**src/rtl/mem_bus_arbiter_pkg.sv**
```systemverilog
// Shared types for the I/D memory bus arbiter: owner tags, request fields, size codes.
package mem_bus_arbiter_pkg;

    typedef enum logic {
        OWN_I = 1'b0,
        OWN_D = 1'b1
    } arb_owner_t;

    typedef struct packed {
        arb_owner_t owner;
        logic       discard;
    } arb_tag_t;

    typedef struct packed {
        logic        wr;
        logic [1:0]  size;
        logic [31:0] addr;
        logic [31:0] wdata;
        logic [3:0]  wstrb;
    } bus_req_t;

    localparam logic [1:0] SZ_BYTE = 2'd0;
    localparam logic [1:0] SZ_HALF = 2'd1;
    localparam logic [1:0] SZ_WORD = 2'd2;

    localparam bus_req_t BUS_IDLE = '0;

endpackage

```
**src/rtl/mem_bus_arbiter_arb_tag_fifo.sv**
```systemverilog
// Circular FIFO of in-flight transaction tags; one entry per accepted bus request,
// popped on each response. A broadcast input marks every I-owned entry as discarded.
module arb_tag_fifo
    import mem_bus_arbiter_pkg::*;
#(
    parameter int DEPTH = 2
) (
    input  logic     clk_i,
    input  logic     rst_i,
    input  logic     push_i,
    input  arb_tag_t push_tag_i,
    input  logic     pop_i,
    input  logic     mark_i_discard_i,
    output logic     full_o,
    output logic     empty_o,
    output arb_tag_t head_o
);

    localparam int PW = (DEPTH > 1) ? $clog2(DEPTH) : 1;
    localparam int CW = $clog2(DEPTH + 1);

    arb_tag_t [DEPTH-1:0] mem_q;
    logic [PW-1:0] rd_q, wr_q;
    logic [CW-1:0] cnt_q;
    logic do_push, do_pop;

    function automatic logic [PW-1:0] inc(input logic [PW-1:0] p);
        return (p == PW'(DEPTH - 1)) ? '0 : p + 1'b1;
    endfunction

    assign full_o  = (cnt_q == CW'(DEPTH));
    assign empty_o = (cnt_q == '0);
    assign head_o  = mem_q[rd_q];
    assign do_push = push_i & ~full_o;
    assign do_pop  = pop_i & ~empty_o;

    always_ff @(posedge clk_i or posedge rst_i) begin
        if (rst_i) begin
            mem_q <= '0;
            rd_q  <= '0;
            wr_q  <= '0;
            cnt_q <= '0;
        end else begin
            if (mark_i_discard_i) begin
                for (int i = 0; i < DEPTH; i++)
                    if (mem_q[i].owner == OWN_I) mem_q[i].discard <= 1'b1;
            end
            // The pushed tag already carries its own discard bit and must win over the mark.
            if (do_push) begin
                mem_q[wr_q] <= push_tag_i;
                wr_q        <= inc(wr_q);
            end
            if (do_pop) rd_q <= inc(rd_q);
            cnt_q <= cnt_q + CW'(do_push) - CW'(do_pop);
        end
    end

endmodule

```
**src/rtl/mem_bus_arbiter.sv**
```systemverilog
// Shares one split-handshake memory bus between fetch (I) and memory stage (D):
// D priority with starvation relief, request lock until accept, in-order responses.
module mem_bus_arbiter
    import mem_bus_arbiter_pkg::*;
#(
    parameter int DEPTH        = 2,
    parameter int STARVE_LIMIT = 4
) (
    input  logic        clk,
    input  logic        reset,
    input  logic        i_req,
    input  logic [31:0] i_addr,
    input  logic        i_flush,
    output logic        i_addr_ok,
    output logic        i_data_ok,
    output logic [31:0] i_rdata,
    input  logic        d_req,
    input  logic        d_wr,
    input  logic [1:0]  d_size,
    input  logic [31:0] d_addr,
    input  logic [31:0] d_wdata,
    input  logic [3:0]  d_wstrb,
    output logic        d_addr_ok,
    output logic        d_data_ok,
    output logic [31:0] d_rdata,
    output logic        bus_req,
    output logic        bus_wr,
    output logic [1:0]  bus_size,
    output logic [31:0] bus_addr,
    output logic [31:0] bus_wdata,
    output logic [3:0]  bus_wstrb,
    input  logic        bus_addr_ok,
    input  logic        bus_data_ok,
    input  logic [31:0] bus_rdata
);

    localparam int SCW = $clog2(STARVE_LIMIT + 1);

    logic       lock_q, lock_d;
    arb_owner_t lock_own_q, lock_own_d;
    logic       lock_disc_q, lock_disc_d;
    bus_req_t   lock_req_q, lock_req_d;
    logic [SCW-1:0] starve_q, starve_d;

    arb_tag_t   head;
    logic       fifo_full, fifo_empty;
    logic       i_go, issue, accept, cur_disc, pop, head_disc;
    arb_owner_t own;
    bus_req_t   req_f, i_fields, d_fields;

    // A fetch presented in a flush cycle belongs to the redirected-away stream.
    assign i_go = i_req & ~i_flush;

    always_comb begin
        i_fields = '{wr: 1'b0, size: SZ_WORD, addr: i_addr, wdata: '0, wstrb: '0};
        d_fields = '{wr: d_wr, size: d_size, addr: d_addr, wdata: d_wdata, wstrb: d_wstrb};
        own      = OWN_I;
        if (lock_q)
            own = lock_own_q;
        else if (d_req && (starve_q < SCW'(STARVE_LIMIT) || !i_go))
            own = OWN_D;
        req_f    = lock_q ? lock_req_q : ((own == OWN_D) ? d_fields : i_fields);
        issue    = ~reset & (lock_q | ((i_go | d_req) & ~fifo_full));
        accept   = issue & bus_addr_ok;
        cur_disc = (own == OWN_I) & lock_q & (lock_disc_q | i_flush);
    end

    always_comb begin
        lock_d      = lock_q;
        lock_own_d  = lock_own_q;
        lock_req_d  = lock_req_q;
        lock_disc_d = lock_disc_q;
        if (accept) begin
            lock_d      = 1'b0;
            lock_disc_d = 1'b0;
        end else if (issue && !lock_q) begin
            lock_d      = 1'b1;
            lock_own_d  = own;
            lock_req_d  = req_f;
            lock_disc_d = 1'b0;
        end else if (lock_q && i_flush && lock_own_q == OWN_I) begin
            lock_disc_d = 1'b1;
        end

        starve_d = starve_q;
        if (!i_req)
            starve_d = '0;
        else if (accept && own == OWN_I)
            starve_d = '0;
        else if (accept && own == OWN_D && starve_q < SCW'(STARVE_LIMIT))
            starve_d = starve_q + 1'b1;
    end

    always_ff @(posedge clk or posedge reset) begin
        if (reset) begin
            lock_q      <= 1'b0;
            lock_own_q  <= OWN_I;
            lock_req_q  <= BUS_IDLE;
            lock_disc_q <= 1'b0;
            starve_q    <= '0;
        end else begin
            lock_q      <= lock_d;
            lock_own_q  <= lock_own_d;
            lock_req_q  <= lock_req_d;
            lock_disc_q <= lock_disc_d;
            starve_q    <= starve_d;
        end
    end

    arb_tag_fifo #(.DEPTH(DEPTH)) u_tag_fifo (
        .clk_i            (clk),
        .rst_i            (reset),
        .push_i           (accept),
        .push_tag_i       ('{owner: own, discard: cur_disc}),
        .pop_i            (pop),
        .mark_i_discard_i (i_flush),
        .full_o           (fifo_full),
        .empty_o          (fifo_empty),
        .head_o           (head)
    );

    assign pop       = ~reset & bus_data_ok & ~fifo_empty;
    assign head_disc = head.discard | ((head.owner == OWN_I) & i_flush);

    always_comb begin
        bus_req = issue;
        {bus_wr, bus_size, bus_addr, bus_wdata, bus_wstrb} = issue ? req_f : BUS_IDLE;
        i_addr_ok = accept & (own == OWN_I) & ~cur_disc;
        d_addr_ok = accept & (own == OWN_D);
        i_data_ok = pop & (head.owner == OWN_I) & ~head_disc;
        d_data_ok = pop & (head.owner == OWN_D);
        i_rdata   = i_data_ok ? bus_rdata : '0;
        d_rdata   = d_data_ok ? bus_rdata : '0;
    end

endmodule

```
**config.mk**
```make
export PLATFORM = sky130hd
export DESIGN_NAME = mem_bus_arbiter
export DESIGN_NICKNAME = d
export VERILOG_FILES = /design/src/rtl/mem_bus_arbiter_pkg.sv /design/src/rtl/mem_bus_arbiter_arb_tag_fifo.sv /design/src/rtl/mem_bus_arbiter.sv
export SDC_FILE = /design/constraint.sdc
export NUM_CORES = 1
export LEC_CHECK = 0
export ABC_AREA = 1
export BUFFER_PORTS_ARGS = -buffer_cell sky130_fd_sc_hd__buf_2
export CAP_MARGIN = 20
export CORE_MARGIN = 2
export CORE_UTILIZATION = 47
export CTS_CLUSTER_DIAMETER = 120
export DETAILED_ROUTE_END_ITERATION = 8
export PLACE_DENSITY = 0.82
export RECOVER_POWER = 50
export SYNTH_ARGS = -nofsm -noshare
export SYNTH_HDL_FRONTEND = slang
export SYNTH_HIERARCHICAL = 1
export SYNTH_SLANG_ARGS = --single-unit
```
**constraint.sdc**
```tcl
create_clock -name clk -period 5.3 [get_ports clk]
set_clock_uncertainty 0.2 [all_clocks]
set_input_delay 1.06 -clock clk [delete_from_list [all_inputs] [get_ports clk]]
set_output_delay 1.06 -clock clk [all_outputs]
set_load 0.05 [all_outputs]
```
==> impl_metrics.tcl <==
set metrics [dict create \
    rr_startpoint "u_tag_fifo/cnt_q[0]$_DFF_PP0_" \
    yosysSeqAreaShare_pct 38.5 \
    finalCritPeriodShare_pct 89.3 \
    vdd_drop_max_v 0.000241 \
    critPathBufInv 4 \
    clockRootBuffer "clkbuf_16" \
    drc 0 \
    synth_top_area_share_pct 38.5 \
    slew_headroom_pct -27.4 \
    reg2regPathDepth 13 \
    reg2reg_to "lock_req_q[33]$_DFFE_PP0P_" \
    clock_sinks 85 \
    num-fill-cells 1134 \
    vias_per_cell 4.93 \
    hp-class "flop to flop" \
    clockBufferDepth 2 \
    die_x_um 112 \
    post-route-min-period_ps 4730 \
    min-delay-start "lock_req_q[35]$_DFFE_PP0P_" \
    drt_first_pass_iters 5 \
    grt_first_pass_wirelength_um 26700 \
    violations "max-capacitance violations, max-slew violations" \
    start_kind "primary input" \
    grt_pass1_vias 5706 \
    syn_to_final_growth_pct 29.0 \
    h-tree-depth 3 \
    final-hold-violation-count 0 \
    yosys.area.top_type "dfrtp_1" \
    die_h_um 112 \
    antenna_left 0 \
    ys_top_cells_by_area "dfrtp_1 (39%), nand2_1 (17%), nor2_1 (12%)" \
    synthFlopType "dfrtp_1" \
    finalSetupViolations 0 \
    pin_count 282 \
    place_ws_ps 805 \
    crit_path_cell_trace "clkbuf_1 -> clkinv_1 -> nand2_1 -> nand2_1 -> nand2_1 -> nand2_1 -> nand2_1 -> buf_4 -> nor2_1 -> buf_2" \
    clk_pin_slew_ps 60 \
    cpPeakStageDelay_ps 1020 \
    via_count 6078 \
    synth.avg_cell_area_um2 6.57 \
    yosys_warnings 6 \
    setup_ws_ps 566 \
    max_freq_ghz 0.211 \
    fin_nets 1230 \
    synthTopCellsByCount "nand2_1 (245), nor2_1 (181), inv_1 (97)" \
    cp_top_family "simple AND/OR/NAND/NOR gates" \
    power_per_cell_area_nw_per_um2 509 \
    netlist_area_um2 5520 \
    synth_most_common_cell "nand2_1" \
    crit_top_cell "nand2_1" \
    cp_slowest_cell "nand2_1" \
    dp_hpwl_um 11600 \
    grt_antenna_before_repair 1 \
    postCtsHoldBufs 0 \
    initialDrtViolationCount 382 \
    ys_seq_elements 85 \
    finalPower_uw 3620 \
    tritoncts "built" \
    tightest_slew_ps 1910 \
    final_layout_size_suffix_gt1_share_pct 27.3 \
    reg2reg_slack_ps 1330 \
    cp.required_ps 4040 \
    crit_type "primary input to primary output" \
    leakage_uw 0.00440 \
    wire_per_inst_um 13.4 \
    grt_start_max_net_pins 118 \
    final_util_pct 62.3 \
    whs_path_depth 2 \
    gp_congestion 0.870 \
    path_max_fanout 43 \
    grt-ovfl-total 0 \
    slew_violations 78 \
    routed_wl_um 16500 \
    rsz0062_at_grt "no" \
    grtUsageTotal_pct 25.8 \
    num_rows 39 \
    hold_path_end "lock_req_q[35]$_DFFE_PP0P_" \
    synth_edf_count 0 \
    async_reset_ff_share_pct 100 \
    worst_skew_pair.late_latency_ps 330 \
    status "complete, but fails checks" \
    critPathCaptureType "primary output" \
    start_util_pct 48.3 \
    maxCapViolations 1 \
    die_area_um2 12600 \
    cts_resized 0 \
    numCtsBuffers 9 \
    post_cts_buffers 0 \
    port_buffers 281 \
    core_area_um2 11400 \
    synth_nets 985 \
    netlist_instances 840 \
    final.setup.tns_ps 0 \
    ys_types 29 \
    worstPathArrival_ps 3470 \
]
==> how the worst max path moves through the flow <==
| stage | from | end | slack, ps | depth (start not counted) |
|---|---|---|---|---|
| floorplan | reset | i_rdata[10] | 540 | 6 |
| global placement | i_flush | bus_wdata[20] | 840 | 10 |
| detailed placement | i_flush | bus_wdata[20] | 800 | 10 |
| CTS | i_flush | bus_wdata[20] | 790 | 10 |
| global route | i_flush | bus_addr[18] | 310 | 10 |
| finish | i_flush | bus_addr[26] | 570 | 10 |
==> flip-flops by register name, indices dropped and copies added (netlist names) <==
register / count
u_tag_fifo/mem_q: 4
lock_req_q: 71
lock_q: 1
starve_q: 3
u_tag_fifo/cnt_q: 2
lock_disc_q: 1
lock_own_q: 1
u_tag_fifo/rd_q: 1
u_tag_fifo/wr_q: 1
==> where the power goes <==
part / leakage, µW / switching (µW) / internal (µW)
sequential: 0.00108 / 166 / 941
combinational: 0.00317 / 1370 / 526
clock: 0.000145 / 256 / 362
==> area by class of cell <==
| cell class | instances | area [µm²] | area share, % |
|---|---|---|---|
| clock inverters | 7 | 66.3 | 0.931 |
| clock buffers | 9 | 225 | 3.16 |
| repair buffers | 286 | 1420 | 20.0 |
| well taps | 143 | 179 | 2.51 |
| diodes | 1 | 2.50 | 0.0351 |
| multi-input cells | 600 | 2710 | 38.0 |
| inverters | 103 | 390 | 5.48 |
| flip-flops and latches | 85 | 2130 | 29.9 |
==> through the flow <==
step | std cells | cell area [µm²] | hold WS, ps
floorplan | 840 | 5530 | 242
global placement | 1217 | 6880 | 256
detailed placement | 1217 | 6880 | 264
CTS | 1233 | 7170 | 277
global route | 1233 | 7120 | 301
finish | 1234 | 7120 | 276
==> layer usage <==
metal  global-route usage, %  part of all wire (%)  routed length (µm)
met3                    4.32                   6.8                1120
met2                    45.5                    51                8380
met1                    31.5                    40                6670
met5                       0                     0                   0
met4                    10.1                   2.2                 367
==> kinds of logic after synthesis <==
kind of cell	count (synthesis)	synth area share, %
AOI/OAI and AO/OA	96	9.77
and+or+nand+nor	474	34.0
adders and majority gates	3	0.680
buffers and inverters	155	12.1
muxes	27	4.90
DFF	85	38.5
==> cells in the final DEF, fill, tap and decap left out, drive strengths merged <==
cell type  count
diode          1
mux2i         27
a21oi         14
nor4           1
dfrtp         85
clkinvlp       2
o22ai         32
clkinv         6
inv          101
nand4          4
clkbuf        25
bufinv         1
nand2        251
o21a           1
o21bai         2
nor2         182
nand3          7
ha             3
nor3          29
o21ai         47
buf          270
==> tightest hold or removal path, stage by stage (launching register included) <==
cell and delay [ps]:
dfrtp_1 340, nand2_1 50, nand2_1 50
(Power assumes the default switching activity.)
